===== config.mk =====
export PLATFORM = sky130hd
export DESIGN_NAME = ucode_stk_arb
export DESIGN_NICKNAME = d
export VERILOG_FILES = /design/src/rtl/ucode_pkg.sv /design/src/rtl/ucode_wbuf.sv /design/src/rtl/ucode_stk_arb.sv
export SDC_FILE = /design/constraint.sdc
export NUM_CORES = 1
export LEC_CHECK = 0
export CAP_MARGIN = 20
export CORE_MARGIN = 2
export CORE_UTILIZATION = 39
export DETAILED_ROUTE_END_ITERATION = 16
export HOLD_SLACK_MARGIN = 0.03
export PLACE_DENSITY_LB_ADDON = 0.05
export SETUP_SLACK_MARGIN = 0.05
export SLEW_MARGIN = 0
export SYNTH_ARGS = -nofsm -noshare
export SYNTH_HDL_FRONTEND = slang
export SYNTH_HIERARCHICAL = 1
export SYNTH_SLANG_ARGS = --single-unit

===== constraint.sdc =====
create_clock -name clk -period 8.15 [get_ports clk]
set_clock_uncertainty 0.05 [all_clocks]
set_input_delay 0.815 -clock clk [delete_from_list [all_inputs] [get_ports clk]]
set_output_delay 0.815 -clock clk [all_outputs]
set_load 0.05 [all_outputs]

===== src/rtl/ucode_pkg.sv =====
// ucode_pkg: shared types and default sizing for the ucode stack-port arbiter
package ucode_pkg;

  localparam int unsigned WBUF_DEPTH = 2;
  localparam int unsigned STARVE_MAX = 4;

  // Source of the read response that is due next cycle
  typedef enum logic [1:0] {
    SRC_NONE = 2'd0,
    SRC_IU   = 2'd1,
    SRC_UC   = 2'd2,
    SRC_HIT  = 2'd3
  } rd_src_e;

  typedef enum logic [1:0] {
    ST_RUN   = 2'd0,
    ST_DRAIN = 2'd1,
    ST_FLUSH = 2'd2
  } state_e;

endpackage


===== src/rtl/ucode_wbuf.sv =====
// ucode_wbuf: posted ucode write FIFO with a youngest-match word-address lookup
module ucode_wbuf #(
  parameter int unsigned AW    = 32,
  parameter int unsigned DW    = 32,
  parameter int unsigned DEPTH = ucode_pkg::WBUF_DEPTH
) (
  input  logic          clk,
  input  logic          reset,
  input  logic          clear_i,
  input  logic          push_i,
  input  logic [AW-1:0] push_addr_i,
  input  logic [DW-1:0] push_data_i,
  input  logic          pop_i,
  output logic [AW-1:0] head_addr_o,
  output logic [DW-1:0] head_data_o,
  output logic          full_o,
  output logic          empty_o,
  output logic          one_left_o,
  input  logic [AW-3:0] lkup_word_i,
  output logic          hit_o,
  output logic [DW-1:0] hit_data_o
);

  localparam int unsigned PW = $clog2(DEPTH);
  localparam int unsigned CW = PW + 1;

  logic [CW-1:0] wr_ptr_q, wr_ptr_d;
  logic [CW-1:0] rd_ptr_q, rd_ptr_d;
  logic [CW-1:0] count;
  logic [PW-1:0] cam_idx;
  logic          do_push;
  logic          do_pop;
  logic [AW-1:0] addr_q [DEPTH];
  logic [DW-1:0] data_q [DEPTH];

  assign count       = wr_ptr_q - rd_ptr_q;
  assign empty_o     = (count == '0);
  assign full_o      = (count == CW'(DEPTH));
  assign one_left_o  = (count == CW'(1));
  assign head_addr_o = addr_q[rd_ptr_q[PW-1:0]];
  assign head_data_o = data_q[rd_ptr_q[PW-1:0]];
  assign do_push     = push_i & ~full_o & ~clear_i;
  assign do_pop      = pop_i & ~empty_o & ~clear_i;

  // Pointer update; a clear wins over any push/pop in the same cycle
  always_comb begin
    wr_ptr_d = wr_ptr_q;
    rd_ptr_d = rd_ptr_q;
    if (clear_i) begin
      wr_ptr_d = '0;
      rd_ptr_d = '0;
    end else begin
      if (do_push) wr_ptr_d = wr_ptr_q + CW'(1);
      if (do_pop)  rd_ptr_d = rd_ptr_q + CW'(1);
    end
  end

  // Pointer registers
  always_ff @(posedge clk or posedge reset) begin
    if (reset) begin
      wr_ptr_q <= '0;
      rd_ptr_q <= '0;
    end else begin
      wr_ptr_q <= wr_ptr_d;
      rd_ptr_q <= rd_ptr_d;
    end
  end

  // Entry storage; contents are only meaningful between the pointers
  always_ff @(posedge clk) begin
    if (do_push) begin
      addr_q[wr_ptr_q[PW-1:0]] <= push_addr_i;
      data_q[wr_ptr_q[PW-1:0]] <= push_data_i;
    end
  end

  // Scan oldest to youngest so the youngest matching entry supplies the data
  always_comb begin
    hit_o      = 1'b0;
    hit_data_o = '0;
    cam_idx    = '0;
    for (int unsigned k = 0; k < DEPTH; k++) begin
      cam_idx = rd_ptr_q[PW-1:0] + PW'(k);
      if ((CW'(k) < count) && (addr_q[cam_idx][AW-1:2] == lkup_word_i)) begin
        hit_o      = 1'b1;
        hit_data_o = data_q[cam_idx];
      end
    end
  end

endmodule


===== src/rtl/ucode_stk_arb.sv =====
// ucode_stk_arb: schedules the stack-cache port between IU, ucode reads and posted ucode writes
module ucode_stk_arb #(
  parameter int unsigned AW         = 32,
  parameter int unsigned DW         = 32,
  parameter int unsigned WBUF_DEPTH = ucode_pkg::WBUF_DEPTH,
  parameter int unsigned STARVE_MAX = ucode_pkg::STARVE_MAX
) (
  input  logic          clk,
  input  logic          reset,
  input  logic          iu_rd_req,
  input  logic [AW-1:0] iu_rd_addr,
  input  logic          iu_wt_req,
  input  logic [AW-1:0] iu_wt_addr,
  input  logic [DW-1:0] iu_wt_data,
  output logic          iu_gnt,
  input  logic          u_rd_req,
  input  logic [AW-1:0] u_rd_addr,
  output logic          u_rd_gnt,
  output logic          u_rd_vld,
  output logic [DW-1:0] u_rd_data,
  input  logic          u_wt_req,
  input  logic [AW-1:0] u_wt_addr,
  input  logic [DW-1:0] u_wt_data,
  output logic          u_wt_rdy,
  input  logic          u_last,
  output logic          u_drain_busy,
  input  logic          u_abt_rdwt,
  input  logic          ie_kill_ucode,
  output logic          sc_re,
  output logic          sc_we,
  output logic [AW-1:0] sc_addr,
  output logic [DW-1:0] sc_wdata,
  input  logic [DW-1:0] sc_rdata,
  output logic          wbuf_empty
);

  import ucode_pkg::*;

  localparam int unsigned SW = $clog2(STARVE_MAX + 1);

  state_e        state_q, state_d;
  rd_src_e       rd_src_q, rd_src_d;
  logic [SW-1:0] starve_q, starve_d;
  logic [DW-1:0] hit_data_q, hit_data_d;

  logic          wb_full, wb_empty, wb_one_left, wb_hit;
  logic [AW-1:0] wb_head_addr;
  logic [DW-1:0] wb_head_data, wb_hit_data;
  logic          push, pop, uc_port;
  logic          flush_c, iu_req, starved, wb_first, uc_rd_ok, can_drain, nonempty_next;

  assign flush_c       = ie_kill_ucode | u_abt_rdwt;
  assign iu_req        = iu_rd_req | iu_wt_req;
  assign starved       = (starve_q == SW'(STARVE_MAX));
  assign wb_first      = (state_q == ST_DRAIN) | starved;
  assign uc_rd_ok      = u_rd_req & (state_q != ST_DRAIN) & ~flush_c;
  assign can_drain     = ~wb_empty & ~flush_c;
  assign push          = u_wt_req & ~wb_full & ~flush_c & ~reset;
  assign nonempty_next = push | (~wb_empty & ~(pop & wb_one_left));

  assign u_wt_rdy      = ~wb_full;
  assign wbuf_empty    = wb_empty;
  assign u_drain_busy  = (state_q == ST_DRAIN);
  assign u_rd_vld      = ((rd_src_q == SRC_UC) | (rd_src_q == SRC_HIT)) & ~flush_c;

  // Response data: port data only for a ucode miss, registered data for a buffer hit
  always_comb begin
    u_rd_data = '0;
    if (rd_src_q == SRC_UC)       u_rd_data = sc_rdata;
    else if (rd_src_q == SRC_HIT) u_rd_data = hit_data_q;
  end

  ucode_wbuf #(
    .AW    (AW),
    .DW    (DW),
    .DEPTH (WBUF_DEPTH)
  ) u_wbuf (
    .clk         (clk),
    .reset       (reset),
    .clear_i     (flush_c),
    .push_i      (push),
    .push_addr_i (u_wt_addr),
    .push_data_i (u_wt_data),
    .pop_i       (pop),
    .head_addr_o (wb_head_addr),
    .head_data_o (wb_head_data),
    .full_o      (wb_full),
    .empty_o     (wb_empty),
    .one_left_o  (wb_one_left),
    .lkup_word_i (u_rd_addr[AW-1:2]),
    .hit_o       (wb_hit),
    .hit_data_o  (wb_hit_data)
  );

  // Port arbitration, grants and response tagging
  always_comb begin
    iu_gnt     = 1'b0;
    u_rd_gnt   = 1'b0;
    sc_re      = 1'b0;
    sc_we      = 1'b0;
    sc_addr    = '0;
    sc_wdata   = '0;
    pop        = 1'b0;
    uc_port    = 1'b0;
    rd_src_d   = SRC_NONE;
    hit_data_d = hit_data_q;
    if (!reset) begin
      if (wb_first && can_drain)      pop     = 1'b1;
      else if (iu_req)                iu_gnt  = 1'b1;
      else if (uc_rd_ok && !wb_hit)   uc_port = 1'b1;
      else if (can_drain)             pop     = 1'b1;

      if (iu_gnt) begin
        sc_re    = iu_rd_req;
        sc_we    = ~iu_rd_req;
        sc_addr  = iu_rd_req ? iu_rd_addr : iu_wt_addr;
        sc_wdata = iu_rd_req ? '0 : iu_wt_data;
        rd_src_d = iu_rd_req ? SRC_IU : SRC_NONE;
      end else if (uc_port) begin
        sc_re    = 1'b1;
        sc_addr  = u_rd_addr;
        u_rd_gnt = 1'b1;
        rd_src_d = SRC_UC;
      end else if (pop) begin
        sc_we    = 1'b1;
        sc_addr  = wb_head_addr;
        sc_wdata = wb_head_data;
      end

      if (uc_rd_ok && wb_hit) begin
        u_rd_gnt   = 1'b1;
        rd_src_d   = SRC_HIT;
        hit_data_d = wb_hit_data;
      end
    end
  end

  // Starvation counter: counts cycles the buffer waits, cleared by a drain or flush
  always_comb begin
    starve_d = starve_q;
    if (flush_c || pop)              starve_d = '0;
    else if (!wb_empty && !starved)  starve_d = starve_q + SW'(1);
  end

  // Phase FSM next state; kill/abort overrides everything
  always_comb begin
    state_d = state_q;
    unique case (state_q)
      ST_RUN:   if (u_last && nonempty_next) state_d = ST_DRAIN;
      ST_DRAIN: if (!nonempty_next)          state_d = ST_RUN;
      ST_FLUSH:                              state_d = ST_RUN;
      default:                               state_d = ST_RUN;
    endcase
    if (flush_c) state_d = ST_FLUSH;
  end

  // State, counter and response registers
  always_ff @(posedge clk or posedge reset) begin
    if (reset) begin
      state_q    <= ST_RUN;
      rd_src_q   <= SRC_NONE;
      starve_q   <= '0;
      hit_data_q <= '0;
    end else begin
      state_q    <= state_d;
      rd_src_q   <= rd_src_d;
      starve_q   <= starve_d;
      hit_data_q <= hit_data_d;
    end
  end

endmodule


* After elaboration in Yosys (flattened, before gate mapping)
Memories as Yosys holds them, arrays and structs flattened.
Index checks and enable logic that the tools add are counted.
** Operators by class
- Mux-type cells :: 57
- Bitwise gates (word level) :: 24
- Eq/ne operators :: 11
- Reductions and logical operators :: 18
- $add $sub $neg :: 5
- Order comparisons :: 2
** Operator list (number)
- 2-to-1 mux 32 bit :: 14
- == test 30 bit :: 2
- 2-to-1 mux 1 bit :: 29
- 2-to-1 mux 2 bit :: 11
- bitwise AND 1 bit :: 13
- logical AND 1 bit :: 7
- == test 2 bit (second input constant) :: 3
- 2-to-1 mux 3 bit :: 2
- != test 3 bit (second input constant) :: 2
- NOT 1 bit :: 6
- nonzero test 2 bit :: 3
- OR 1 bit :: 5
- adder 2 x 1 -> 2 bit (second input constant) :: 2
- == test 2 x 1 -> 1 bit (second input constant) :: 2
- zero test 2 bit :: 2
- less-than comparator 1 x 2 -> 1 bit (first input constant) :: 2
- case mux 2 bit (2 select lines) :: 1
- AND reduction 2 bit :: 2
- adder 3 x 1 -> 3 bit (second input constant) :: 1
- == test 3 bit (second input constant) :: 1
- zero test 1 bit :: 3
- != test 2 x 1 -> 1 bit (second input constant) :: 1
- subtractor 2 bit :: 1
- adder 1 bit (second input constant) :: 1
- logical OR 1 bit :: 1
** Storage, ports and cells
- Bits of input ports :: 233
- Register bits after elaboration :: 43
- Bits in writable memories :: 128
- Logic and storage cells :: 125
- Memories :: 2
- Output and inout bits :: 104
** Memory list
- u_wbuf.addr_q :: words 2, bits a word 32, rd ports 2, clocked after memory_dff 0, wr ports 1, RTL line ucode_wbuf.sv:33 : logic [AW-1:0] addr_q [DEPTH];
- u_wbuf.data_q :: words 2, bits a word 32, rd ports 2, clocked after memory_dff 0, wr ports 1, RTL line ucode_wbuf.sv:34 : logic [DW-1:0] data_q [DEPTH];

* Longest topological paths before layout
Gate-level depths: netlist of run 1.
- Depth in word-level cells :: 20
- Mapped depth :: 17
- Depth with buffers taken out :: 14

* Cells and area by module
The synthesis of run 1 kept the hierarchy.
** Modules (own cells, without submodules)
- ucode_wbuf :: cells an instance 449, instances 1, seq. area each 3943.8 um2, area an instance 6844.1 um2
- ucode_stk_arb :: cells an instance 407, instances 1, seq. area each 975.9 um2, area an instance 3687.3 um2

* Least setup slack after synthesis of run 1
No wires, ideal clock.
- Kind :: flip-flop to flip-flop
- Start :: reg u_wbuf.wr_ptr_q[0]
- End :: mem u_wbuf.addr_q[0][0] (enable)
- Library setup time :: 565 ps
- Required time :: 7535 ps
- Buffers on the path :: 0
- Stages on the path, launching flop included :: 10
- Period minus slack after synthesis :: 6626 ps
- Path slack :: 1524 ps
- Arrival time :: 6011 ps
- Cell sequence :: dfrtp_1 -> inv_1 -> ha_1 -> xnor3_1 -> nand2b_1 -> inv_1 -> inv_1 -> and3_1 -> nand2_1 -> nor3_1
** On the way
- Cells in the longest elaborated chain, start to end :: 10
** Ends and longest elaborated chain
- start, declared :: RTL line ucode_wbuf.sv:27 : logic [CW-1:0] wr_ptr_q, wr_ptr_d;
- start signal, assigned :: RTL line ucode_wbuf.sv:64 : wr_ptr_q <= wr_ptr_d;
- subtractor 2 bit :: RTL line ucode_wbuf.sv:36 : assign count = wr_ptr_q - rd_ptr_q;
- == test 2 bit :: RTL line ucode_wbuf.sv:38 : assign full_o = (count == CW'(DEPTH));
- via wb_full :: RTL line ucode_stk_arb.sv:46 : logic wb_full, wb_empty, wb_one_left, wb_hit;
- NOT 1 bit
- via u_wt_rdy :: RTL line ucode_stk_arb.sv:24 : output logic u_wt_rdy,
- bitwise AND 1 bit (3 in series) :: RTL line ucode_stk_arb.sv:58 : assign push = u_wt_req & ~wb_full & ~flush_c & ~reset;
- via push :: RTL line ucode_stk_arb.sv:49 : logic push, pop, uc_port;
- bitwise AND 1 bit (2 in series) :: RTL line ucode_wbuf.sv:42 : assign do_push = push_i & ~full_o & ~clear_i;
- 2-to-1 mux 1 bit :: RTL line ucode_wbuf.sv:71 : if (do_push) begin
- 2-to-1 mux 1 bit (implied by the code) :: RTL line ucode_wbuf.sv:72 : addr_q[wr_ptr_q[PW-1:0]] <= push_addr_i;
- end, declared :: RTL line ucode_wbuf.sv:33
The timed path passes the listed nets, and every way through them passes these cells.

* Worst setup path in the final report of run 1
- Start :: reg u_wbuf.rd_ptr_q[0]
- End :: out sc_addr[3]
** On the way
- Cells in the longest elaborated chain, start to end :: 15
- Elaborated cells on any way between the ends :: 32
- Classes of those cells :: add/sub: 2; order compare: 2; eq/ne: 2; mux: 17; bitwise: 2; reduce/logical: 6; memory: 1
** Ends and longest elaborated chain
- start, declared :: RTL line ucode_wbuf.sv:28 : logic [CW-1:0] rd_ptr_q, rd_ptr_d;
- start signal, assigned :: RTL line ucode_wbuf.sv:65 : rd_ptr_q <= rd_ptr_d;
- memory (2 x 32 bit) (*)
- via wb_head_addr[11] :: RTL line ucode_stk_arb.sv:47 : logic [AW-1:0] wb_head_addr;
- == test 30 bit (*) :: RTL line ucode_wbuf.sv:84 : if ((CW'(k) < count) && (addr_q[cam_idx][AW-1:2] == lkup_word_i)) begin
- logical AND 1 bit (*) :: RTL line ucode_wbuf.sv:84
- 2-to-1 mux 1 bit (*) (2 in series) :: RTL line ucode_wbuf.sv:84
- via wb_hit :: RTL line ucode_stk_arb.sv:46
- zero test 1 bit (*) :: RTL line ucode_stk_arb.sv:110 : else if (uc_rd_ok && !wb_hit) uc_port = 1'b1;
- logical AND 1 bit (*) :: RTL line ucode_stk_arb.sv:110
- 2-to-1 mux 1 bit :: RTL line ucode_stk_arb.sv:110
- 2-to-1 mux 1 bit :: RTL line ucode_stk_arb.sv:109 : else if (iu_req) iu_gnt = 1'b1;
- 2-to-1 mux 1 bit :: RTL line ucode_stk_arb.sv:108 : if (wb_first && can_drain) pop = 1'b1;
- 2-to-1 mux 1 bit :: RTL line ucode_stk_arb.sv:107 : if (!reset) begin
- 2-to-1 mux 32 bit :: RTL line ucode_stk_arb.sv:124 : end else if (pop) begin
- 2-to-1 mux 32 bit (*) :: RTL line ucode_stk_arb.sv:119 : end else if (uc_port) begin
- 2-to-1 mux 32 bit (*) :: RTL line ucode_stk_arb.sv:113 : if (iu_gnt) begin
- 2-to-1 mux 32 bit (*) :: RTL line ucode_stk_arb.sv:107
- end, declared :: RTL line ucode_stk_arb.sv:31 : output logic [AW-1:0] sc_addr,
Mark *: on every way through the listed nets, which the timed path passes. The rest lies on a longest branch. The select of a mux whose other input is x is not followed.

==> results of run 1 <==
worst min-delay path by stage:
stage                   start             end  slack [ps]
2_1_floorplan   hit_data_q[0]   hit_data_q[0]         410
6_report       hit_data_q[23]  hit_data_q[23]         440
3_5_place_dp    hit_data_q[1]   hit_data_q[1]         430
5_1_grt        hit_data_q[23]  hit_data_q[23]         460
3_3_place_gp   hit_data_q[24]  hit_data_q[24]         430
4_1_cts         hit_data_q[1]   hit_data_q[1]         450
cells in the final DEF, fill, tap and decap left out, drive strengths merged, types with 3 or more instances in the layout:
cell type	synthesis	final
clkdlybuf4s50	0	335
a41o	21	21
or2	3	3
inv	10	19
nand2	6	6
ha	3	3
nand3	45	45
xnor2	22	22
nand4	7	7
clkinv	0	6
nor2b	3	3
nor3	22	22
dfrtp	43	43
mux2	96	96
xor2	44	44
edfxtp	128	128
buf	38	22
nor4	14	14
a22o	32	32
nor2	45	45
or3b	32	32
mux2i	147	147
clkbuf	35	17
a22oi	32	32
a221o	11	11
routing by layer:
metal  track usage  vias to the layer above  part of all wire
met4        0.0675                        4             0.020
li1              -                     3908                 -
met1         0.280                     3993              0.42
met3        0.0590                       45             0.064
met2         0.410                      321              0.50
met5             0                        -           0.00075
flip-flops by register name, indices dropped and copies added (netlist names):
| name | count |
|---|---|
| u_wbuf/addr_q | 64 |
| starve_q | 3 |
| rd_src_q | 2 |
| u_wbuf/data_q | 64 |
| u_wbuf/rd_ptr_q | 2 |
| u_wbuf/wr_ptr_q | 2 |
| hit_data_q | 32 |
| state_q | 2 |
Yosys cell counts, types with 2 or more instances:
| cell type | number | area [um2] |
|---|---|---|
| a21oi_1 | 2 | 10.0 |
| a221o_1 | 11 | 110 |
| a22o_1 | 32 | 280 |
| a22oi_1 | 32 | 240 |
| a41o_1 | 21 | 210 |
| buf_1 | 7 | 26.3 |
| buf_2 | 14 | 70.1 |
| buf_4 | 6 | 45.0 |
| buf_6 | 11 | 124 |
| clkbuf_1 | 35 | 131 |
| dfrtp_1 | 43 | 1080 |
| edfxtp_1 | 128 | 3840 |
| ha_1 | 3 | 37.5 |
| inv_1 | 10 | 37.5 |
| mux2_1 | 28 | 315 |
| mux2_2 | 68 | 766 |
| mux2i_1 | 147 | 1470 |
| nand2_1 | 6 | 22.5 |
| nand2b_1 | 2 | 12.5 |
| nand3_1 | 45 | 225 |
| nand4_1 | 6 | 37.5 |
| nor2_1 | 44 | 165 |
| nor2b_1 | 3 | 18.8 |
| nor3_1 | 21 | 105 |
| nor4_1 | 13 | 81.3 |
| or3b_1 | 29 | 254 |
| or3b_2 | 3 | 26.3 |
| xnor2_1 | 22 | 193 |
| xor2_1 | 44 | 385 |
cells by family (layout without fill, tap and decap cells):
group / Yosys count / count (layout) / share of synthesized area
adders and majority gates: 3 / 3 / 0.00356
and+or+nand+nor: 182 / 182 / 0.0993
muxes: 243 / 243 / 0.242
DFF: 171 / 171 / 0.467
xor gates and xnor gates: 67 / 67 / 0.0570
buffers and inverters: 83 / 399 / 0.0412
AOI/OAI and AO/OA: 107 / 107 / 0.0893
through the flow:
step,utilization,cells
after floorplan,-,856
after global placement,0.527,1480
after detailed placement,0.529,1481
after CTS,0.550,1513
after global routing,0.550,1513
final,0.550,1513
area by class of cell:
cell class              count  area share
clock buffers              17      0.0289
clock inverters            15      0.0100
inverters                  10     0.00255
multi-input cells         602       0.354
flip-flops and latches    171       0.335
well taps                 341      0.0290
repair buffers            357       0.241
where the power goes:
| group | switching, uW | internal [uW] | total [uW] |
|---|---|---|---|
| registers | 5.38 | 940 | 945 |
| logic | 162 | 168 | 331 |
| clock network | 381 | 408 | 788 |
| total | 548 | 1520 | 2060 |
==> results.sh, run 1 <==
export IMPL_status="complete, no violations"
export IMPL_ys_ff_latch=171
export IMPL_peakVddDrop_uv=122
export IMPL_hp_class="reg -> reg"
export IMPL_min_path_cells=1
export IMPL_n_antenna_cell=0
export IMPL_yosysSeqAreaShare=0.467
export IMPL_gp_congestion=0.806
export IMPL_reg2regPathDepth=12
export IMPL_hold_ws_ps=440
export IMPL_hold_violations=0
export IMPL_crit_end="sc_addr[3]"
export IMPL_final_layout_size_suffix_gt1_frac=0.120
export IMPL_max_cap_violations=0
export IMPL_power_total_uw=2060
export IMPL_placed_cell_area_mm2=0.0141
export IMPL_start_kind="register"
export IMPL_grt_first_pass_wirelength_mm=49.4
export IMPL_grt_total_usage=0.232
export IMPL_layout_nets=1395
export IMPL_start_util=0.394
export IMPL_synth_cell_types=49
export IMPL_critPathBufInv=2
export IMPL_p_per_area_mw_per_mm2=140
export IMPL_syn_num_nets=1092
export IMPL_fin_crit_ps=6550
export IMPL_worst_slew_pin_slew_ps=1100
export IMPL_crit_chain="mux2_2, xor2_1, nor4_1, nand4_1, buf_4, o21bai_1, nor2b_1, o211ai_2, and2_2, a221o_1, clkdlybuf4s50_1"
export IMPL_grt_start_max_net_pins=66
export IMPL_synth_edf_count=128
export IMPL_ctsHoldBuffers=0
export IMPL_numCtsBuffers=17
export IMPL_multi_input_area_mm2=0.00520
export IMPL_critPathArrivalTime_ps=5680
export IMPL_synth_warnings=6
export IMPL_critPathMaxStageDelay_ps=1060
export IMPL_regArea_mm2=0.00492
export IMPL_path_class="reg -> out"
export IMPL_rsz0062_at_grt="false"
export IMPL_synth_cells=856
export IMPL_crit_family="simple AND/OR/NAND/NOR gates"
export IMPL_p_leak_uw=0.00523
export IMPL_critPathMaxFanout=65
export IMPL_wl_per_cell_um=22.0
export IMPL_cp_num_cells=11
export IMPL_postCtsSetupBuffers=0
export IMPL_setup_tns_ps=0
export IMPL_detail_route_antenna_nets=0
export IMPL_htree_levels=4
export IMPL_ios=337
export IMPL_core_area_mm2=0.0267
export IMPL_slew_limit_headroom=0.268
export IMPL_fmax_ghz=0.153
export IMPL_n_fill_cell=2329
export IMPL_grt_ovfl_total=0
export IMPL_remaining_drc_errors=0
export IMPL_avgSynthCellArea_um2=12.3
export IMPL_viasPerCell=5.47
export IMPL_routed_wl_mm=33.3
export IMPL_endpoint_kind="output port"
export IMPL_setup_viol=0
export IMPL_clk_latency_ps=430
export IMPL_grt_pass1_vias=8309
export IMPL_post_cts_resized=0
export IMPL_cts_tree="built"
export IMPL_die_h_um=168
export IMPL_cts_sinks=171
export IMPL_dp_hpwl_mm=23.8
export IMPL_synth_async_reset_ratio=0.251
export IMPL_timing_final_max_slew_violations=0
export IMPL_first_iter_violations=358
export IMPL_cp_slowest_cell="dfrtp_4"
export IMPL_syn_area_mm2=0.0105
export IMPL_path_clk_slew_ps=70
export IMPL_die_w_um=168
export IMPL_clockBufferDepth=2
export IMPL_antenna_found_initial=2
export IMPL_synth_ff_type="edfxtp_1"
export IMPL_drtPass1Iterations=4
export IMPL_num_rows=60
export IMPL_port_buffers=336
export IMPL_pre_cts_ws_ps=2060
export IMPL_areaGrowthSynthToFinish_pct=39.6
export IMPL_r2r_end="u_wbuf/rd_ptr_q[1]"
export IMPL_worst_slack_ps=1600
export IMPL_reg2reg_slack_ps=3470
export IMPL_vias=8271
export IMPL_post_route_period_util=0.804
export IMPL_rr_startpoint="u_wbuf/rd_ptr_q[0]"
export IMPL_root_buffer="clkbuf_16"
export IMPL_final_area_mm2=0.0147
export IMPL_startpoint="u_wbuf/rd_ptr_q[0]"
export IMPL_die_area_mm2=0.0283
export IMPL_cp_data_required_time_ps=7280
(Power assumes the default switching activity.)
==> run 2, diff against run 1 <==
==> constraint.sdc (replaced) <==
create_clock -name clk -period 5.81 [get_ports clk]
set_clock_uncertainty 0.05 [all_clocks]
set_input_delay 0.581 -clock clk [delete_from_list [all_inputs] [get_ports clk]]
set_output_delay 0.581 -clock clk [all_outputs]
set_load 0.05 [all_outputs]
==> run 2 against run 1 <==
- die area unchanged
- flip-flop and latch count did not move
- highest routed layer unchanged
- critical path type unchanged
- setup slack lost 1100 ps
- utilization increased by 2.5 points
- non-clock buffer count rose by 6
==> results.sh, run 2 (synthesis gave the netlist of run 1 again) <==
export IMPL_status="complete, no violations"
export IMPL_postCtsSetupBuffers=0
export IMPL_fin_cells=1520
export IMPL_critPathMaxStageDelay_ps=870
export IMPL_cts_sinks=171
export IMPL_hold_start="hit_data_q[24]"
export IMPL_n_fill_cell=2264
export IMPL_grt_start_max_net_pins=51
export IMPL_cp_slowest_cell="dfrtp_4"
export IMPL_final_area_mm2=0.0154
export IMPL_final_layout_size_suffix_gt1_frac=0.180
export IMPL_path_class="reg -> out"
export IMPL_vias=8338
export IMPL_die_area_mm2=0.0283
export IMPL_ctsHoldBuffers=0
export IMPL_htree_levels=4
export IMPL_antenna_found_initial=3
export IMPL_start_kind="register"
export IMPL_grt_pass1_vias=8501
export IMPL_start_util=0.394
export IMPL_worst_slew_pin_slew_ps=1020
export IMPL_routed_wl_mm=34.0
export IMPL_clockBufferDepth=2
export IMPL_rr_startpoint="u_wbuf/rd_ptr_q[0]"
export IMPL_crit_top_cell="buf_4"
export IMPL_p_per_area_mw_per_mm2=192
export IMPL_areaGrowthSynthToFinish_pct=46.0
export IMPL_layout_common_cells="269 x clkdlybuf4s50_1, 147 x mux2i_1, 128 x edfxtp_1, 68 x mux2_2, 66 x buf_12"
export IMPL_dp_hpwl_mm=24.8
export IMPL_critPathMaxFanout=48
export IMPL_layout_nets=1401
export IMPL_peakVddDrop_uv=141
export IMPL_placed_cells=1487
export IMPL_setup_viol=0
export IMPL_viasPerCell=5.49
export IMPL_grt_total_usage=0.238
export IMPL_gp_congestion=0.851
export IMPL_startpoint="u_wbuf/rd_ptr_q[0]"
export IMPL_grt_first_pass_wirelength_mm=50.9
export IMPL_wl_per_cell_um=22.4
export IMPL_hold_ws_ps=444
export IMPL_core_area_mm2=0.0267
export IMPL_root_buffer="clkbuf_16"
export IMPL_power_total_uw=2960
export IMPL_slew_limit_headroom=0.321
export IMPL_post_route_period_util=0.919
export IMPL_critPathArrivalTime_ps=4710
export IMPL_cts_tree="built"
export IMPL_die_w_um=168
export IMPL_mostFrequentLayoutCell="clkdlybuf4s50_1"
export IMPL_fin_crit_ps=5340
export IMPL_max_cap_violations=0
export IMPL_timing_final_max_slew_violations=0
export IMPL_remaining_drc_errors=0
export IMPL_cp_data_required_time_ps=5180
export IMPL_first_iter_violations=561
export IMPL_crit_family="buffers and inverters"
export IMPL_crit_chain="buf_4, ha_1, xnor3_1, nor4_1, nand4_1, nor4_4, o21bai_1, nor3_2, buf_4, nand3_1, nor2_1, o211a_1, clkdlybuf4s50_1"
export IMPL_hp_class="reg -> reg"
export IMPL_grt_ovfl_total=0
export IMPL_placed_cell_area_mm2=0.0148
export IMPL_post_cts_resized=0
export IMPL_hold_violations=0
export IMPL_drtPass1Iterations=5
export IMPL_num_rows=60
export IMPL_endpoint_kind="output port"
export IMPL_port_buffers=336
export IMPL_fmax_ghz=0.187
export IMPL_rsz0062_at_grt="false"
export IMPL_detail_route_antenna_nets=0
export IMPL_numCtsBuffers=17
export IMPL_critPathBufInv=3
export IMPL_ios=337
export IMPL_clk_latency_ps=430
export IMPL_path_clk_slew_ps=70
export IMPL_p_leak_uw=0.00557
export IMPL_die_h_um=168
[run 2: cell count changes in the layout (fill, tap and decap cells not counted), sizes merged]
cell           delta
clkbuf            +2
diode             +1
clkinv            -3
buf              +72
inv               -2
clkdlybuf4s50    -66
bufinv            +1
clkinvlp          +2
[run 2: final cells by class]
| class | instances | area (um2) | share of cell area |
|---|---|---|---|
| Tap cell | 341 | 427 | 0.0278 |
| Clock inverter | 13 | 129 | 0.00838 |
| Timing Repair Buffer | 363 | 4220 | 0.275 |
| Inverter | 10 | 37.5 | 0.00244 |
| Sequential cell | 171 | 4920 | 0.320 |
| Multi-Input combinational cell | 602 | 5200 | 0.338 |
| Antenna cell | 1 | 2.50 | 0.000163 |
| Clock buffer | 19 | 433 | 0.0282 |
[run 2: through the flow]
stage	utilization	setup slack [ps]	setup TNS, ps
2_1_floorplan	-	-816	-104450
3_3_place_gp	0.554	854	0
3_5_place_dp	0.554	806	0
4_1_cts	0.575	347	0
5_1_grt	0.575	192	0
6_report	0.575	471	0
[run 2: final timing paths]
kind,cells after the start,end,slack [ps]
setup / recovery,13,sc_re,470
min in group asynchronous,3,u_wbuf/rd_ptr_q[0],560
hold reg to reg,1,hit_data_q[24],440
hold / removal,1,hit_data_q[24],440
max in group asynchronous,4,rd_src_q[0],4040
setup reg to reg,14,u_wbuf/rd_ptr_q[1],1450
[run 2: layer usage]
layer / share of wire / global-route usage
met1: 0.40 / 0.281
met4: 0.029 / 0.0892
met2: 0.50 / 0.418
met3: 0.069 / 0.0602
met5: 0.00088 / 0
[run 2: worst register-to-register path, delay by kind of cell, from the launching register on]
family | cells | cell delay, ps
compound gates | 2 | 390
xor+xnor | 2 | 420
fa+ha+maj | 1 | 180
buf+inv | 2 | 600
flops | 1 | 870
simple gates | 7 | 1710
[run 2: report_power, final]
part	total (uW)	leakage [uW]	switching, uW	internal (uW)
sequential	1330	0.00174	7.58	1320
combinational	523	0.00355	241	282
clock	1110	0.000272	509	601
